===== src/rtl/ps2_keyboard_rx_pkg.sv =====
// Shared definitions for the PS/2 keyboard receiver: FSM encodings, prefix bytes, widths.
`timescale 1ns/1ps
package ps2_keyboard_rx_pkg;

    localparam int unsigned SCAN_W   = 8;
    localparam int unsigned BITCNT_W = 3;

    typedef enum logic [1:0] {
        ST_IDLE   = 2'd0,
        ST_DATA   = 2'd1,
        ST_PARITY = 2'd2,
        ST_STOP   = 2'd3
    } ps2_state_e;

    localparam logic [SCAN_W-1:0] PS2_PREFIX_EXT = 8'hE0;
    localparam logic [SCAN_W-1:0] PS2_PREFIX_REL = 8'hF0;

    // Odd parity over data plus parity bit holds when the XOR of all nine bits is 1.
    function automatic logic odd_parity_ok(input logic [SCAN_W-1:0] data, input logic par);
        return ^{data, par};
    endfunction

endpackage


===== src/rtl/ps2_line_filter.sv =====
// PS/2 line conditioning: 2-FF synchronisers, FILTER_LEN-deep clock deglitcher,
// falling-edge bit strobe and data sample delayed to line up with the filtered clock.
`timescale 1ns/1ps
module ps2_line_filter #(
    parameter int unsigned FILTER_LEN = 8
) (
    input  logic clk,
    input  logic rst,
    input  logic clkps2_i,
    input  logic dataps2_i,
    output logic strobe_o,
    output logic bit_o
);

    logic [1:0]            clk_sync_q;
    logic [1:0]            dat_sync_q;
    logic [FILTER_LEN-1:0] clk_hist_q;
    logic [FILTER_LEN-1:0] dat_hist_q;
    logic                  filt_q;
    logic                  strobe_q;
    logic                  bit_q;

    logic all_low_c;
    logic all_high_c;

    assign all_low_c  = ~|clk_hist_q;
    assign all_high_c = &clk_hist_q;

    // Lines idle high, so reset fills everything with 1 to avoid a spurious first strobe.
    always_ff @(posedge clk) begin
        if (rst) begin
            clk_sync_q <= '1;
            dat_sync_q <= '1;
            clk_hist_q <= '1;
            dat_hist_q <= '1;
            filt_q     <= 1'b1;
            strobe_q   <= 1'b0;
            bit_q      <= 1'b1;
        end else begin
            clk_sync_q <= {clk_sync_q[0], clkps2_i};
            dat_sync_q <= {dat_sync_q[0], dataps2_i};
            clk_hist_q <= {clk_hist_q[FILTER_LEN-2:0], clk_sync_q[1]};
            dat_hist_q <= {dat_hist_q[FILTER_LEN-2:0], dat_sync_q[1]};
            if (all_low_c) begin
                filt_q <= 1'b0;
            end else if (all_high_c) begin
                filt_q <= 1'b1;
            end
            strobe_q <= filt_q & all_low_c;
            bit_q    <= dat_hist_q[FILTER_LEN-1];
        end
    end

    assign strobe_o = strobe_q;
    assign bit_o    = bit_q;

endmodule


===== src/rtl/ps2_keyboard_rx.sv =====
// PS/2 keyboard receiver: deframes 11-bit frames, strips E0/F0 prefixes, pulses one scancode per key event.
// Optional saturating error counter enabled by defining PS2_RX_ERRCNT_EN.
`timescale 1ns/1ps
module ps2_keyboard_rx
    import ps2_keyboard_rx_pkg::*;
#(
    parameter int unsigned CLKFREQ_KHZ = 7000,
    parameter int unsigned TIMEOUT_US  = 1000,
    parameter int unsigned FILTER_LEN  = 8
) (
    input  logic              clk,
    input  logic              rst,
    input  logic              clkps2,
    input  logic              dataps2,
    output logic [SCAN_W-1:0] scancode,
    output logic              scancode_valid,
    output logic              extended,
    output logic              released,
    output logic              busy,
    output logic              parity_err,
    output logic              frame_err,
    output logic [7:0]        err_count
);

    localparam int unsigned TOUT   = CLKFREQ_KHZ * TIMEOUT_US / 1000;
    localparam int unsigned TOUT_W = $clog2(TOUT + 1);

    ps2_state_e state_q, state_d;

    logic [SCAN_W-1:0]   shift_q, shift_d;
    logic [BITCNT_W-1:0] cnt_q, cnt_d;
    logic                par_q, par_d;
    logic [TOUT_W-1:0]   tout_q, tout_d;
    logic                ext_flag_q, ext_flag_d;
    logic                rel_flag_q, rel_flag_d;
    logic [SCAN_W-1:0]   scancode_q, scancode_d;
    logic                valid_q, valid_d;
    logic                extended_q, extended_d;
    logic                released_q, released_d;
    logic                perr_q, perr_d;
    logic                ferr_q, ferr_d;

    logic strobe_c;
    logic bit_c;
    logic tout_hit_c;

    ps2_line_filter #(.FILTER_LEN(FILTER_LEN)) u_line_filter (
        .clk       (clk),
        .rst       (rst),
        .clkps2_i  (clkps2),
        .dataps2_i (dataps2),
        .strobe_o  (strobe_c),
        .bit_o     (bit_c)
    );

    // Timeout wins over a strobe landing on the terminal count.
    assign tout_hit_c = (state_q != ST_IDLE) && (tout_q == TOUT_W'(TOUT));

    always_ff @(posedge clk) begin
        if (rst) begin
            state_q <= ST_IDLE;
        end else begin
            state_q <= state_d;
        end
    end

    always_comb begin
        state_d = state_q;
        if (tout_hit_c) begin
            state_d = ST_IDLE;
        end else if (strobe_c) begin
            case (state_q)
                ST_IDLE:   if (!bit_c) state_d = ST_DATA;
                ST_DATA:   if (cnt_q == BITCNT_W'(7)) state_d = ST_PARITY;
                ST_PARITY: state_d = ST_STOP;
                ST_STOP:   state_d = ST_IDLE;
                default:   state_d = ST_IDLE;
            endcase
        end
    end

    always_comb begin
        shift_d    = shift_q;
        cnt_d      = cnt_q;
        par_d      = par_q;
        ext_flag_d = ext_flag_q;
        rel_flag_d = rel_flag_q;
        scancode_d = scancode_q;
        extended_d = extended_q;
        released_d = released_q;
        valid_d    = 1'b0;
        perr_d     = 1'b0;
        ferr_d     = 1'b0;
        tout_d     = (state_q == ST_IDLE || strobe_c) ? '0 : tout_q + TOUT_W'(1);
        if (tout_hit_c) begin
            tout_d     = '0;
            ferr_d     = 1'b1;
            ext_flag_d = 1'b0;
            rel_flag_d = 1'b0;
        end else if (strobe_c) begin
            case (state_q)
                ST_IDLE:   cnt_d = '0;
                ST_DATA: begin
                    shift_d = {bit_c, shift_q[SCAN_W-1:1]};
                    cnt_d   = cnt_q + BITCNT_W'(1);
                end
                ST_PARITY: par_d = bit_c;
                ST_STOP: begin
                    if (!odd_parity_ok(shift_q, par_q)) begin
                        perr_d     = 1'b1;
                        ext_flag_d = 1'b0;
                        rel_flag_d = 1'b0;
                    end else if (!bit_c) begin
                        ferr_d     = 1'b1;
                        ext_flag_d = 1'b0;
                        rel_flag_d = 1'b0;
                    end else if (shift_q == PS2_PREFIX_EXT) begin
                        ext_flag_d = 1'b1;
                    end else if (shift_q == PS2_PREFIX_REL) begin
                        rel_flag_d = 1'b1;
                    end else begin
                        scancode_d = shift_q;
                        extended_d = ext_flag_q;
                        released_d = rel_flag_q;
                        valid_d    = 1'b1;
                        ext_flag_d = 1'b0;
                        rel_flag_d = 1'b0;
                    end
                end
                default: ;
            endcase
        end
    end

    always_ff @(posedge clk) begin
        if (rst) begin
            shift_q    <= '0;
            cnt_q      <= '0;
            par_q      <= 1'b0;
            tout_q     <= '0;
            ext_flag_q <= 1'b0;
            rel_flag_q <= 1'b0;
            scancode_q <= '0;
            extended_q <= 1'b0;
            released_q <= 1'b0;
            valid_q    <= 1'b0;
            perr_q     <= 1'b0;
            ferr_q     <= 1'b0;
        end else begin
            shift_q    <= shift_d;
            cnt_q      <= cnt_d;
            par_q      <= par_d;
            tout_q     <= tout_d;
            ext_flag_q <= ext_flag_d;
            rel_flag_q <= rel_flag_d;
            scancode_q <= scancode_d;
            extended_q <= extended_d;
            released_q <= released_d;
            valid_q    <= valid_d;
            perr_q     <= perr_d;
            ferr_q     <= ferr_d;
        end
    end

`ifdef PS2_RX_ERRCNT_EN
    logic [7:0] errcnt_q;

    always_ff @(posedge clk) begin
        if (rst) begin
            errcnt_q <= 8'h00;
        end else if ((perr_q || ferr_q) && (errcnt_q != 8'hFF)) begin
            errcnt_q <= errcnt_q + 8'd1;
        end
    end

    assign err_count = errcnt_q;
`else
    assign err_count = 8'h00;
`endif

    assign scancode       = scancode_q;
    assign scancode_valid = valid_q;
    assign extended       = extended_q;
    assign released       = released_q;
    assign busy           = (state_q != ST_IDLE);
    assign parity_err     = perr_q;
    assign frame_err      = ferr_q;

endmodule


===== config.mk =====
export PLATFORM = sky130hd
export DESIGN_NAME = ps2_keyboard_rx
export DESIGN_NICKNAME = d
export VERILOG_FILES = /design/src/rtl/ps2_keyboard_rx_pkg.sv /design/src/rtl/ps2_line_filter.sv /design/src/rtl/ps2_keyboard_rx.sv
export SDC_FILE = /design/constraint.sdc
export NUM_CORES = 1
export LEC_CHECK = 0
export ABC_CLOCK_PERIOD_IN_PS = 2350
export CORE_MARGIN = 2
export CORE_UTILIZATION = 30
export CTS_CLUSTER_DIAMETER = 200
export DETAILED_ROUTE_END_ITERATION = 8
export HOLD_SLACK_MARGIN = 0.1
export PLACE_DENSITY = 0.56
export SLEW_MARGIN = 20
export SYNTH_ARGS = -nofsm -noshare
export SYNTH_HDL_FRONTEND = slang
export SYNTH_SLANG_ARGS = --single-unit

===== constraint.sdc =====
create_clock -name clk -period 2.35 [get_ports clk]
set_clock_uncertainty 0.1 [all_clocks]
set_input_delay 0.47 -clock clk [delete_from_list [all_inputs] [get_ports clk]]
set_output_delay 0.47 -clock clk [all_outputs]
set_load 0.01 [all_outputs]

==> qor.csv <==
metric;value;unit
status;complete, no violations;
wl;4660;µm
ys_seq_elements;65;
critPathKind;flop to flop;
routabilityCongestion;0.771;
slowest_stage;or4_4;
initial_utilization;0.305;
cts_root_buf;clkbuf_8;
final.fill_count;915;
hp-class;flop to flop;
die_area;9490;µm²
slew_headroom;0.630;
crit_cells;8;
syn_inst;277;
fp.dieW;97.4;µm
cts_made_buffers;9;
diodes;0;
ff2ff_path_depth;8;
ctsHoldBuffers;0;
grt_usage;0.105;
finalMaxSlewViolations;0;
die_height;97.4;µm
slowest_delay;470;ps
tightest_slew;555;ps
port_buffers;17;
ys_seq_area_frac;0.497;
htreeDepth;3;
critPathBufInv;2;
setup_slack;80.2;ps
cts_tree;done;
most-common-layout-cells;dfxtp_1, nor2_1, or2_2, inv_1, clkdlybuf4s50_1;
finalHoldViolations;0;
ys_warn_count;0;
synthDistinctLibCells;38;
synth_compound_area_frac;0.0641;
crit_start;state_q[1];
maxCapViolCount;0;
preCtsSetupSlack;-26.7;ps
arrival;2400;ps
synthXorXnorAreaFrac;0.0688;
grt_first_pass_wirelength;8010;µm
clock_latency;350;ps
synth_simple_gate_area_frac;0.213;
grt_max_degree;31;
postRouteAntennaNets;0;
synth_top_family_by_area;simple AND/OR/NAND/NOR gates;
crit_end;scancode[7];
min_period_over_period;0.966;
postSynthAreaPerCell;9.45;µm²
crit_required;2480;ps
final_common_cell;dfxtp_1;
p_leak;0.00114;µW
cp_max_fo;10;
cpLargestDelayFamily;simple AND/OR/NAND/NOR gates;
crit_path_start_kind;flop;
layout.nets;318;
reg2reg_slack;80;ps
drtIter0Drc;53;
synthMuxAreaShare;0.0421;
crit_path_end_kind;flop;
setup_tns;0;ps
layout_min_cycle_time;2270;ps
pin_count;26;
drive_gt1_frac;0.193;
num_rows;34;
clock_path_buffers;2;
clock.fmax;0.441;GHz
antenna_found_initial;0;
syn_to_final_growth;21.9;%
place_hpwl;3020;µm
r2r-end;scancode[7];
cts.sinks;65;
peakVddDrop;0.282;mV
placed_area;2940;µm²
grt_pass1_vias;1812;
path_cells;inv_1 > ha_4 > or4_1 > or4_4 > or3b_4 > clkbuf_16 > or3b_2 > a31oi_1;
dr.pass1.iters;4;
cts.clk_slew.worst_paths;80;ps
grt_overflow_total;0;
timing.rr.start;state_q[1];
route.vias.total;1859;
p_per_area;621;nW/µm²
setup_viol;0;
fin_util;0.371;
final_cell_area;3190;µm²
synthAdderAreaFrac;0.0382;
vias_per_cell;4.44;
wl_per_cell;11.1;µm
core_area;8590;µm²
remaining_drc_errors;0;
synth_area;2620;µm²
-- metal layers --
layer,part of all wire,wire length (µm),GRT usage,vias up
met3,0.044,207,0.0432,7
met4,0.015,72,0.0481,0
met1,0.48,2220,0.124,858
met2,0.46,2150,0.165,32
met5,0,0,0,-
li1,-,-,-,962
-- state kept, by name, indices dropped and copies added (netlist names), 2 cells and up --
name                      cells
u_line_filter.clk_hist_q      8
shift_q                       8
u_line_filter.clk_sync_q      2
u_line_filter.dat_sync_q      2
u_line_filter.dat_hist_q      8
state_q                       2
scancode                      8
tout_q                       13
cnt_q                         3
-- power by group --
part	total (µW)	internal [µW]	switching, µW
logic	39.9	16.4	23.6
clock network	831	407	424
registers	1110	1110	2.88
total	1980	1530	450
-- cell usage after synthesis, drive strengths merged --
| master | instances | share of area |
|---|---|---|
| nand3b | 1 | 0.0029 |
| nand2b | 2 | 0.0048 |
| conb | 1 | 0.0014 |
| a41oi | 1 | 0.0033 |
| nor2 | 32 | 0.046 |
| clkbuf | 8 | 0.011 |
| nor4 | 2 | 0.0048 |
| o211ai | 1 | 0.0029 |
| xnor2 | 14 | 0.047 |
| a31oi | 3 | 0.0072 |
| and3 | 1 | 0.0024 |
| dfxtp | 65 | 0.50 |
| nand2 | 6 | 0.0086 |
| a21oi | 9 | 0.017 |
| or3b | 2 | 0.0067 |
| ha | 8 | 0.038 |
| xnor3 | 1 | 0.0086 |
| xor2 | 4 | 0.013 |
| nor3b | 1 | 0.0029 |
| mux2i | 11 | 0.042 |
| or2 | 21 | 0.050 |
| o31a | 1 | 0.0033 |
| inv | 18 | 0.026 |
| o21ai | 10 | 0.019 |
| o22ai | 1 | 0.0024 |
| buf | 13 | 0.038 |
| a22oi | 2 | 0.0057 |
| or4b | 1 | 0.0038 |
| nand3 | 8 | 0.015 |
| nand4 | 6 | 0.014 |
| nor3 | 8 | 0.015 |
| a211oi | 1 | 0.0029 |
| nand4b | 1 | 0.0033 |
| or3 | 11 | 0.026 |
| or4 | 2 | 0.0057 |
-- cells by family (layout without fill, tap and decap cells) --
kind of cell,after synthesis,in the layout
DFF,65,65
muxes,11,11
other,1,8
xor gates and xnor gates,19,19
adders and majority gates,8,8
buffers and inverters,39,66
AOI/OAI and AO/OA,29,29
and+or+nand+nor,105,105
-- metrics by stage --
stage                     total power, µW  std cells  hold slack [ps]
after floorplan                      1170        284              289
after global placement               1180        400              291
after detailed placement             1180        400              294
after CTS                            2020        416              312
after global routing                 2080        419              323
final                                1980        419              309
-- worst reg2reg max path, stage by stage, from the launching register on --
cell	delay [ps]
dfxtp_2	320
inv_1	70
ha_4	160
or4_1	390
or4_4	470
or3b_4	310
clkbuf_16	160
or3b_2	110
a31oi_1	60
-- timing repair --
action | CTS | global route
setup endpoints to repair | 5 | 25
gates resized for setup | 1 | 7
gates cloned | 0 | 2
buffers inserted | 0 | 1
-- final cells by class --
class	instances	area [µm²]	share of cell area
well taps	108	135	0.0423
multi-input cells	180	1170	0.367
clock buffers	11	141	0.0443
flip-flops and latches	65	1300	0.408
repair buffers	32	343	0.107
inverters	18	67.6	0.0212
clock inverters	5	31.3	0.00980
-- worst min path at each step --
stage | cells past startpoint | from | end
after global placement | 1 | u_line_filter.dat_hist_q[1] | u_line_filter.dat_hist_q[2]
after CTS | 1 | u_line_filter.dat_hist_q[0] | u_line_filter.dat_hist_q[1]
after floorplan | 1 | u_line_filter.dat_hist_q[7] | u_line_filter.bit_o
final | 1 | u_line_filter.dat_hist_q[1] | u_line_filter.dat_hist_q[2]
after global routing | 1 | u_line_filter.dat_hist_q[2] | u_line_filter.dat_hist_q[3]
after detailed placement | 1 | u_line_filter.dat_hist_q[0] | u_line_filter.dat_hist_q[1]
No activity file was read; power rests on OpenSTA's default activity.
